## src/rtl/barret_pkg.sv

```systemverilog
// Shared constants and pipeline entry type for the q = 3533 Barrett reducer.
package barret_pkg;

  localparam int Q        = 3533;
  localparam int MU       = 4748;
  localparam int K        = 12;
  localparam int IN_W     = 23;
  localparam int OUT_W    = 12;
  localparam int T_W      = 12;
  // Sideband tag is sized for the largest supported requester count (8).
  localparam int ID_MAX_W = 3;

  typedef struct packed {
    logic                valid;
    logic [ID_MAX_W-1:0] id;
    logic [IN_W-1:0]     data;
  } pipe_entry_t;

endpackage

```

## src/rtl/barret_pipe_3533.sv

```systemverilog
// Three-stage Barrett reduction of a 23-bit operand mod 3533 with an id sideband.
// All stages advance together; a low advance freezes the whole pipe.
module barret_pipe_3533
  import barret_pkg::*;
(
  input  logic                clk,
  input  logic                rst_n,
  input  logic                advance,
  input  pipe_entry_t         in_entry,
  output logic                s1_valid,
  output logic                s2_valid,
  output logic                out_valid,
  output logic [ID_MAX_W-1:0] out_id,
  output logic [OUT_W-1:0]    out_data
);

  pipe_entry_t    s1;
  pipe_entry_t    s2;
  logic [T_W-1:0] s2_t;
  logic [23:0]    prod;
  logic [23:0]    tq;
  logic [23:0]    r0;
  logic [23:0]    r1;
  logic [23:0]    r2;

  // t never exceeds floor(a/q), so a - t*q cannot underflow and stays below 3q.
  always_comb begin
    prod = 24'(s1.data >> K) * 24'(MU);
    tq   = 24'(s2_t) * 24'(Q);
    r0   = 24'(s2.data) - tq;
    r1   = (r0 >= 24'(Q)) ? r0 - 24'(Q) : r0;
    r2   = (r1 >= 24'(Q)) ? r1 - 24'(Q) : r1;
  end

  always_ff @(posedge clk or negedge rst_n) begin
    if (!rst_n) begin
      s1        <= '0;
      s2        <= '0;
      s2_t      <= '0;
      out_valid <= 1'b0;
      out_id    <= '0;
      out_data  <= '0;
    end else if (advance) begin
      s1        <= in_entry;
      s2        <= s1;
      s2_t      <= T_W'(prod >> K);
      out_valid <= s2.valid;
      out_id    <= s2.id;
      out_data  <= OUT_W'(r2);
    end
  end

  assign s1_valid = s1.valid;
  assign s2_valid = s2.valid;

endmodule

```

## src/rtl/barret_arbiter_3533.sv

```systemverilog
// Round-robin front end sharing one Barrett mod-3533 pipeline among NUM_REQ requesters.
module barret_arbiter_3533
  import barret_pkg::*;
#(
  parameter int NUM_REQ = 4,
  parameter int ID_W    = $clog2(NUM_REQ)
) (
  input  logic                    clk,
  input  logic                    rst_n,
  input  logic [NUM_REQ-1:0]      req_valid,
  input  logic [NUM_REQ*IN_W-1:0] req_data,
  output logic [NUM_REQ-1:0]      req_ready,
  output logic                    rsp_valid,
  input  logic                    rsp_ready,
  output logic [ID_W-1:0]         rsp_id,
  output logic [OUT_W-1:0]        rsp_data,
  output logic                    busy
);

  logic                advance;
  logic [ID_W-1:0]     ptr;
  logic [ID_W-1:0]     gnt_idx;
  logic                gnt_found;
  int                  idx;
  pipe_entry_t         in_entry;
  logic                s1_valid;
  logic                s2_valid;
  logic [ID_MAX_W-1:0] out_id;

  assign advance = !rsp_valid || rsp_ready;

  // Scan from ptr in modular order; no grant at all while the pipe is stalled.
  always_comb begin
    gnt_found = 1'b0;
    gnt_idx   = '0;
    idx       = 0;
    req_ready = '0;
    for (int off = 0; off < NUM_REQ; off++) begin
      idx = int'(ptr) + off;
      if (idx >= NUM_REQ) idx = idx - NUM_REQ;
      if (advance && !gnt_found && req_valid[idx]) begin
        gnt_found = 1'b1;
        gnt_idx   = ID_W'(idx);
      end
    end
    if (gnt_found) req_ready[gnt_idx] = 1'b1;
  end

  always_comb begin
    in_entry       = '0;
    in_entry.valid = gnt_found;
    in_entry.id    = ID_MAX_W'(gnt_idx);
    in_entry.data  = req_data[gnt_idx*IN_W +: IN_W];
  end

  always_ff @(posedge clk or negedge rst_n) begin
    if (!rst_n) begin
      ptr <= '0;
    end else if (gnt_found) begin
      ptr <= (int'(gnt_idx) == NUM_REQ - 1) ? '0 : gnt_idx + 1'b1;
    end
  end

  barret_pipe_3533 u_pipe (
    .clk      (clk),
    .rst_n    (rst_n),
    .advance  (advance),
    .in_entry (in_entry),
    .s1_valid (s1_valid),
    .s2_valid (s2_valid),
    .out_valid(rsp_valid),
    .out_id   (out_id),
    .out_data (rsp_data)
  );

  assign rsp_id = ID_W'(out_id);
  assign busy   = s1_valid | s2_valid | rsp_valid;

endmodule

```

## config.mk

```make
export PLATFORM = sky130hd
export DESIGN_NAME = barret_arbiter_3533
export DESIGN_NICKNAME = d
export VERILOG_FILES = /design/src/rtl/barret_pkg.sv /design/src/rtl/barret_pipe_3533.sv /design/src/rtl/barret_arbiter_3533.sv
export SDC_FILE = /design/constraint.sdc
export NUM_CORES = 1
export LEC_CHECK = 0
export CELL_PAD_IN_SITES_DETAIL_PLACEMENT = 1
export CELL_PAD_IN_SITES_GLOBAL_PLACEMENT = 2
export CORE_ASPECT_RATIO = 1.4
export CORE_MARGIN = 2
export CORE_UTILIZATION = 38
export DETAILED_ROUTE_END_ITERATION = 16
export PLACE_DENSITY_LB_ADDON = 0.1
export REMOVE_ABC_BUFFERS = 1
export SETUP_SLACK_MARGIN = 0.5
export SLEW_MARGIN = 20
export SYNTH_ARGS = -nofsm -noshare
export SYNTH_HDL_FRONTEND = slang
export SYNTH_HIERARCHICAL = 1
export SYNTH_SLANG_ARGS = --single-unit
```

## constraint.sdc

```tcl
create_clock -name clk -period 8.2 [get_ports clk]
set_input_delay 1.64 -clock clk [delete_from_list [all_inputs] [get_ports clk]]
set_output_delay 1.64 -clock clk [all_outputs]
set_load 0.005 [all_outputs]
```

== Word level (Yosys, flattened, before mapping) ==
Index checks and enable logic that the tools add are counted.
W data, S select, Z words.

* Output and inout bits: 20
* Word-level logic and storage cells: 84
* Flip-flop bits (word level): 81
* Bits of input ports: 99

* Reduce and logical (&&, ||, !) cells: 13
* Order comparisons: 12
* Bitwise logic cells: 2
* Equality and inequality tests: 1
* Multiplexer cells: 30
* Multiply operators: 3
* Add/subtract/negate cells: 11
* Shift operators: 1

{| class="wikitable"
|+ Operator list
! kind !! number
|-
| $lt A32 B4 Y1 const B || 4
|-
| $mux W32 || 4
|-
| $shiftx A92 B8 Y23 || 1
|-
| $ge A24 B12 Y1 const B || 2
|-
| $mul A12 B12 Y24 const B || 1
|-
| $mux W24 || 1
|-
| $sub A23 B24 Y24 || 1
|-
| $sub A24 B12 Y24 const B || 1
|-
| $mul A11 B11 Y22 const B || 1
|-
| $mux W1 || 13
|-
| $mux W12 || 1
|-
| $sub A12 B12 Y12 const B || 1
|-
| $sub A3 B3 Y4 const B || 3
|-
| $mux W2 || 5
|-
| $ge A3 B3 Y1 const B || 3
|-
| $bmux W1 S2 || 4
|-
| $logic_and A1 B1 Y1 || 8
|-
| $mul A2 B5 Y7 const B || 1
|-
| $add A2 B2 Y3 const B || 2
|-
| $logic_not A1 Y1 || 4
|-
| $mux W4 || 1
|-
| $sub A2 B3 Y4 const B || 1
|-
| $add A2 B1 Y3 const B || 1
|-
| $ge A2 B3 Y1 const B || 1
|-
| 7 further kinds || 8
|}

== Logic depth before layout (Yosys ltp) ==
* Depth after elaboration: 24
* Mapped depth: 32
* Gate-level depth less buffers: 29

== Hierarchy ==
The synthesis kept the hierarchy.

{| class="wikitable"
|+ By module, submodules not included
! module !! area an instance (um^2) !! times used !! sequential area each (um^2) !! cells each
|-
| barret_pipe_3533 || 10,796.6 || 1 || 2,052.0 || 1,162
|-
| barret_arbiter_3533 || 1,153.6 || 1 || 50.0 || 124
|}

== Worst setup path before layout ==
No wires, ideal clock.

* Kind: register to register
* Start: reg u_pipe.s2_t[7]
* End: reg u_pipe.out_data[0]
* Slack: 1,157 ps
* Period minus slack after synthesis: 7,043 ps
* Setup time: 126 ps
* Stages on the path, launching flop included: 29
* Buffers on the path: 3
* Data required time: 8,074 ps
* Data arrival time: 6,917 ps
* Path through: dfrtp_1 inv_1 fa_1 fa_1 fa_1 fa_1 inv_1 fa_1 inv_1 ha_1 clkbuf_1 a21oi_1 o21ai_0 a211o_1 o221ai_4 o221ai_2 nor4b_4 nand4_2 or2_1 buf_2 nor2_1 a21oi_1 ha_1 a32oi_1 o21ai_1 a21o_1 and2_4 buf_6 a221o_1

* Longest elaborated chain between the ends: 6
* Elaborated cells on any way between the ends: 8
* Those cells by class: add/sub: 3; mul: 1; order compare: 2; mux: 2

{| class="wikitable"
|+ RTL lines
! element !! line !! RTL
|-
| from (decl) || barret_pipe_3533.sv:19 || <nowiki>logic [T_W-1:0] s2_t;</nowiki>
|-
| from (signal assigned) || barret_pipe_3533.sv:46 || <nowiki>s2_t <= T_W'(prod >> K);</nowiki>
|-
| $mul A12 B12 Y24 * || barret_pipe_3533.sv:29 || <nowiki>tq = 24'(s2_t) * 24'(Q);</nowiki>
|-
| $sub A23 B24 Y24 * || barret_pipe_3533.sv:30 || <nowiki>r0 = 24'(s2.data) - tq;</nowiki>
|-
| $sub A24 B12 Y24 / $ge A24 B12 Y1 (equally long branches) || barret_pipe_3533.sv:31 || <nowiki>r1 = (r0 >= 24'(Q)) ? r0 - 24'(Q) : r0;</nowiki>
|-
| $mux W24 * || barret_pipe_3533.sv:31 ||
|-
| $ge A24 B12 Y1 / $sub A12 B12 Y12 (equally long branches) || barret_pipe_3533.sv:32 || <nowiki>r2 = (r1 >= 24'(Q)) ? r1 - 24'(Q) : r1;</nowiki>
|-
| $mux W12 * || barret_pipe_3533.sv:32 ||
|-
| to (signal assigned) || barret_pipe_3533.sv:49 || <nowiki>out_data <= OUT_W'(r2);</nowiki>
|-
| to (decl) || barret_pipe_3533.sv:14 || <nowiki>output logic [OUT_W-1:0] out_data</nowiki>
|}

Mark *: on every way between the ends. The rest lies on a longest branch, timed or not.
A chain may end at the register's enable or synchronous reset.

== Final worst setup path ==
* Start: reg u_pipe.s2_t[8]
* End: reg u_pipe.out_data[0]

Same word-level chain as after synthesis.

==> flow_summary.yaml <==
run_status:
  outcome: "completed"
clock_tree:
  clock_sinks: 81
  cts_inserted_buffers: 9
  htree_levels: 3
  clockBufferDepth: 2
  cts_tree: "done"
  worstSkewPairLatency_ns: 0.38
  root_buffer: "clkbuf_16"
  cts.reportedPaths.clkPinSlew_ns: 0.08
timing:
  fin_crit_sh: 0.897
  setup_viol: 0
  relSlewSlack: 0.350
  finalHoldViolCount: 0
  tightest_slew_ns: 0.969
  rsz0062_at_grt: "false"
  fin_tns_setup_ns: 0
  drv_slew: 0
  finalCriticalPeriod_ns: 7.36
  fmax_ghz: 0.136
  skew_ns: 0.0141
global_route:
  grt_pass1_wl_um: 52500
  grt_max_degree: 67
  grt_antenna_before_repair: 0
  overflow: 0
  grt_pass1_vias: 10148
  grt_use_total: 0.204
worst_setup_path:
  rr_endpoint: "u_pipe/out_data[0]"
  worstPathRequired_ns: 8.47
  cp.arrival_ns: 7.63
  worstSetupPathType: "register to register"
  r2r_slack_ns: 0.84
  cpPeakStageDelay_ns: 0.54
  critPathMaxFanout: 14
  cp-start-kind: "register"
  r2r_cells: 27
  worstSetupEndpointType: "register"
  r2r-start: "u_pipe/s2_t[8]"
  cp_slowest_cell: "fa_1"
  critPathMostFrequentCell: "fa_1"
run:
  cap_violations: 0
logic_synthesis:
  synthCells: 1279
  syn_area_mm2: 0.0118
  syn_avg_cell_area_um2: 9.26
  ys_warn_count: 6
detailed_routing:
  drt.antenna.violating_nets: 0
  routed.top_layer: "met4"
  avgViaCountPerCell: 5.32
  drt_wl_total_um: 31900
  met1Wirelength_um: 12200
  wl_met2_um: 18000
  wl_per_cell_um: 17.8
  dr_total_vias: 9532
  drc_errors: 0
  wl_met3_um: 453
  drtIter0Drc: 175
  first_pass_iters: 4
placed_design:
  dpl.cell_count: 1762
  routabilityCongestion: 0.806
  placed_cell_area_mm2: 0.0134
  portBuffers: 118
  dpl.hpwl_um: 26500
floorplanning:
  dieArea_mm2: 0.0326
  num_rows: 76
  ios: 119
  dieHeight_um: 213
  core_mm2: 0.0307
  start_util: 0.385
  die_w_um: 153
finish:
  fillers: 3581
  finalNonFillerCells: 1793
  finalNetCount: 1764
  area_delta_synth_final_pct: 17.6
  multi_input_area_mm2: 0.00871
  drive_gt1_frac: 0.110
  final_area_mm2: 0.0139
  diodes: 0
  regArea_mm2: 0.00204
worst_hold_path:
  min-delay-start: "u_pipe/s1[6]"
  holdPathEnd: "u_pipe/s2[6]"
  whs_path_depth: 2
  hold_path.class: "register to register"
[layout make-up]
cell class                      count  share of cell area
Multi-Input combinational cell    907               0.626
Clock inverter                      7             0.00602
Tap cell                          390              0.0351
Inverter                          249              0.0676
Clock buffer                        9              0.0162
Timing Repair Buffer              150               0.103
Sequential cell                    81               0.146
[flip-flops by register name (all words and copies together), names as in the netlist, 2 cells and up]
name             flops
ptr                  2
u_pipe/out_data     12
u_pipe/out_id        2
u_pipe/s1           25
u_pipe/s2           25
u_pipe/s2_t         12
[how the worst max path moves through the flow]
stage              startpoint            endpoint  cells after the start
3_5_place_dp   u_pipe/s2_t[8]  u_pipe/out_data[7]                     28
2_1_floorplan       rsp_ready        req_ready[3]                      6
3_3_place_gp   u_pipe/s2_t[8]  u_pipe/out_data[7]                     28
6_report       u_pipe/s2_t[8]  u_pipe/out_data[0]                     27
4_1_cts        u_pipe/s2_t[9]  u_pipe/out_data[0]                     28
5_1_grt        u_pipe/s2_t[8]  u_pipe/out_data[0]                     29
[layout by cell type (no fill, tap or decap), types with 6 or more instances in the layout]
master,count
a21oi_1,32
fa_1,89
buf_4,32
nand2b_1,6
mux2i_1,76
clkbuf_16,9
o21a_1,12
clkdlybuf4s50_1,117
a22oi_1,6
and4_1,6
xnor2_1,14
nor2b_1,7
nand3b_1,11
o21ai_0,54
mux2_2,42
a21o_1,16
nand2_1,65
and2_1,7
o211ai_1,19
dfrtp_1,74
nor3_1,15
a31oi_1,9
dfrtp_2,7
nand4_1,10
xor2_1,16
or2_2,6
or3_1,12
nor2_1,44
and3_1,20
nand3_1,18
inv_1,243
ha_1,173
[critical path: cells and delay by family, from the launching register on]
family / cells / cell delay (ns)
adder cells (fa/ha/maj): 7 / 3.18
AND/OR/NAND/NOR: 7 / 1.57
AO/OA/AOI/OAI: 8 / 1.52
flip-flops: 1 / 0.49
buffers and inverters: 5 / 0.48
[metal layers]
| layer | track usage | vias up |
|---|---|---|
| li1 | - | 4632 |
| met5 | 0 | - |
| met2 | 0.407 | 117 |
| met3 | 0.0177 | 50 |
| met1 | 0.214 | 4733 |
| met4 | 0.0897 | 0 |
[per-stage QoR]
stage / hold slack, ns / worst slack (ns) / utilization
global route: 0.513 / 0.474 / 0.453
global placement: 0.463 / 0.250 / 0.436
finish: 0.493 / 0.841 / 0.453
floorplan: 0.449 / 0.518 / -
detailed placement: 0.476 / 0.0674 / 0.436
CTS: 0.491 / 0.503 / 0.447
[repair_timing]
item	4_1_cts	5_1_grt
hold buffers	0	0
setup endpoints to repair	12	12
pin swaps	2	5
resized for setup	9	25
setup buffers	2	13
Power is not shown: default switching activity piles up to over one toggle a cycle in this logic, so the estimate is an artifact.
==> variant, RTL diff (config.mk and constraints unchanged) <==
Change the parameter `NUM_REQ` from 4 to 8.
--- a/src/rtl/barret_arbiter_3533.sv
+++ b/src/rtl/barret_arbiter_3533.sv
@@ -2,7 +2,7 @@
 module barret_arbiter_3533
   import barret_pkg::*;
 #(
-  parameter int NUM_REQ = 4,
+  parameter int NUM_REQ = 8,
   parameter int ID_W    = $clog2(NUM_REQ)
 ) (
   input  logic                    clk,
Ports: changed (resized req_data, req_ready, req_valid and rsp_id); port bits go from 119 to 220. No check against the original RTL was run, so the function may have changed too.
==> variant against the original RTL <==
- count of clock-buffer cells in the layout did not move
- sequential cell count rose by 4
- worst setup slack got worse by 0.11 ns
- global-route usage rose by 2.9 points
- critical endpoint is now u_pipe/out_data[5]$_DFFE_PN0P_
- highest routed layer unchanged
- wire length rose by 42%
- area after synthesis rose by 18%
- final area rose by 25%
- cell count rose by 30%
Power is left out: the tool's default activity adds up to more than one toggle a clock period on the data nets, which glitch-free logic cannot reach.
==> variant: results (changes against the original RTL) <==
Max transition margin=0.316 (-0.0340); Iter 0 DRT Violations=379 (+120%); GRT Overall Usage=0.233 (+0.0294); clock root buffer=clkbuf_16; Setup Skew=0.00915 ns (-0.00492 ns); max-slew violations=0 (unchanged); Post-DP Area=16600 µm² (+24%); worst-path fanout max=6 (-8); met2 Use GR=0.449 (+0.0413); CTS Buffer Depth=2 (unchanged); Clock transition at path regs=about 0.070 ns; max incr delay on CP=0.60 ns (+0.06 ns); met1 Use GR=0.254 (+0.0404); share of layout cells above drive strength 1=0.132 (+0.0225); Synth Flop Type=dfrtp_1; DR WL/cell=19.4 µm (+9.0%); CTS Buf Count=9 (unchanged); Post-layout nets=2326 (+32%); port bufs=219 (+86%); Synth top cells by count=inv_1 (248), ha_1 (179), o21ai_0 (140); drt pass-1 iters=4 (unchanged); largest net degree at the start of global routing=93 (+39%); Regs by FF count=u_pipe/s1 x26, u_pipe/s2 x26; antenna violations before repair=0 (unchanged); Synth area leaders=ha_1 (16%), dfrtp_1 (15%), fa_1 (13%); Cell variety after synth=98; hpwl dp=36300 µm (+37%); GPL Wtd Cong=0.860 (+6.6%); M3 GR Usage=0.0418 (+0.0242); Hold Path Class=flip-flop to flip-flop; H-tree depth=3 (unchanged); type of origin of the critical path=flip-flop; post-route ant nets=0 (unchanged); Fillers=4343 (+21%); Vias=12998 (+36%); Worst Path Arrival=7.72 ns (+0.09 ns); Avg Cell Area, Syn=8.42 µm² (-9.0%); Synth async-reset ratio=1.00; first-pass GRT wire length=72100 µm (+37%); # diodes=0 (unchanged); critical path's slowest cell=or4b_4; Post-Place Cells=2295 (+30%); worst hold path startpoint=u_pipe/s1[9]$_DFFE_PN0P_; sequential-to-total area share from yosys stat=0.152; vias in the first global route=13873 (+37%); Clk Latency, worst-skew pair=around 0.37 ns; Syn. warnings=6 (unchanged); reg2reg start=u_pipe/s2_t[7]$_DFFE_PN0P_; vias per inst=5.57 (+4.8%); status=finished, final reports clean
==> variant: final timing paths <==
kind	end	slack (ns)	cells past startpoint
min	u_pipe/s2[9]$_DFFE_PN0P_	0.49	2
max	u_pipe/out_data[5]$_DFFE_PN0P_	0.73	28
min reg2reg	u_pipe/s2[9]$_DFFE_PN0P_	0.49	2
max in group asynchronous	u_pipe/s2_t[6]$_DFFE_PN0P_	5.80	2
min in group asynchronous	u_pipe/out_data[2]$_DFFE_PN0P_	1.16	1
max reg2reg	u_pipe/out_data[5]$_DFFE_PN0P_	0.73	28
==> variant: timing repair <==
action	in CTS	in global routing
setup buffers	4	19
resized for setup	11	68
pin swaps	3	30
cloned	0	1
setup endpoints to repair	12	12
==> variant: cell type report <==
class / count / area, µm² / share of cell area
timing repair buffer: 293 / 2750 / 0.158
clock buffer: 9 / 225 / 0.0129
inverter: 250 / 950 / 0.0545
clock inverter: 6 / 53.8 / 0.00309
sequential: 85 / 2130 / 0.122
multi-input combinational: 1224 / 10700 / 0.616
tap: 467 / 584 / 0.0335
==> variant: metal layers <==
metal,vias up,wire [µm]
met1,6428,18200
met4,0,1160
met2,234,24200
met3,57,1710
li1,6279,-
met5,-,0
==> variant: through the flow <==
| step | hold slack (ns) | TNS (ns) | worst slack (ns) |
|---|---|---|---|
| 2_1_floorplan | 0.449 | -4.03 | -0.567 |
| 3_3_place_gp | 0.461 | 0 | 0.210 |
| 3_5_place_dp | 0.474 | -0.314 | -0.131 |
| 4_1_cts | 0.489 | 0 | 0.521 |
| 5_1_grt | 0.513 | 0 | 0.441 |
| 6_report | 0.491 | 0 | 0.734 |
==> variant: worst max-delay path: cells and delay by family (launching register included) <==
kind,cells,cell delay (ns)
XOR/XNOR,1,0.20
flip-flops,1,0.46
adder cells (fa/ha/maj),6,2.39
AND/OR/NAND/NOR,4,0.94
buffers and inverters,9,0.92
AO/OA/AOI/OAI,8,2.45
==> variant: cells by family (layout without fill, tap and decap cells) <==
logic type                 after synthesis  after routing  synth area share
adders and majority gates              268            268             0.288
and+or+nand+nor                        498            499             0.198
DFF                                     85             85             0.152
buffers and inverters                  350            558             0.105
AOI/OAI and AO/OA                      345            345             0.172
xor gates and xnor gates                44             44            0.0276
muxes                                   68             68            0.0575
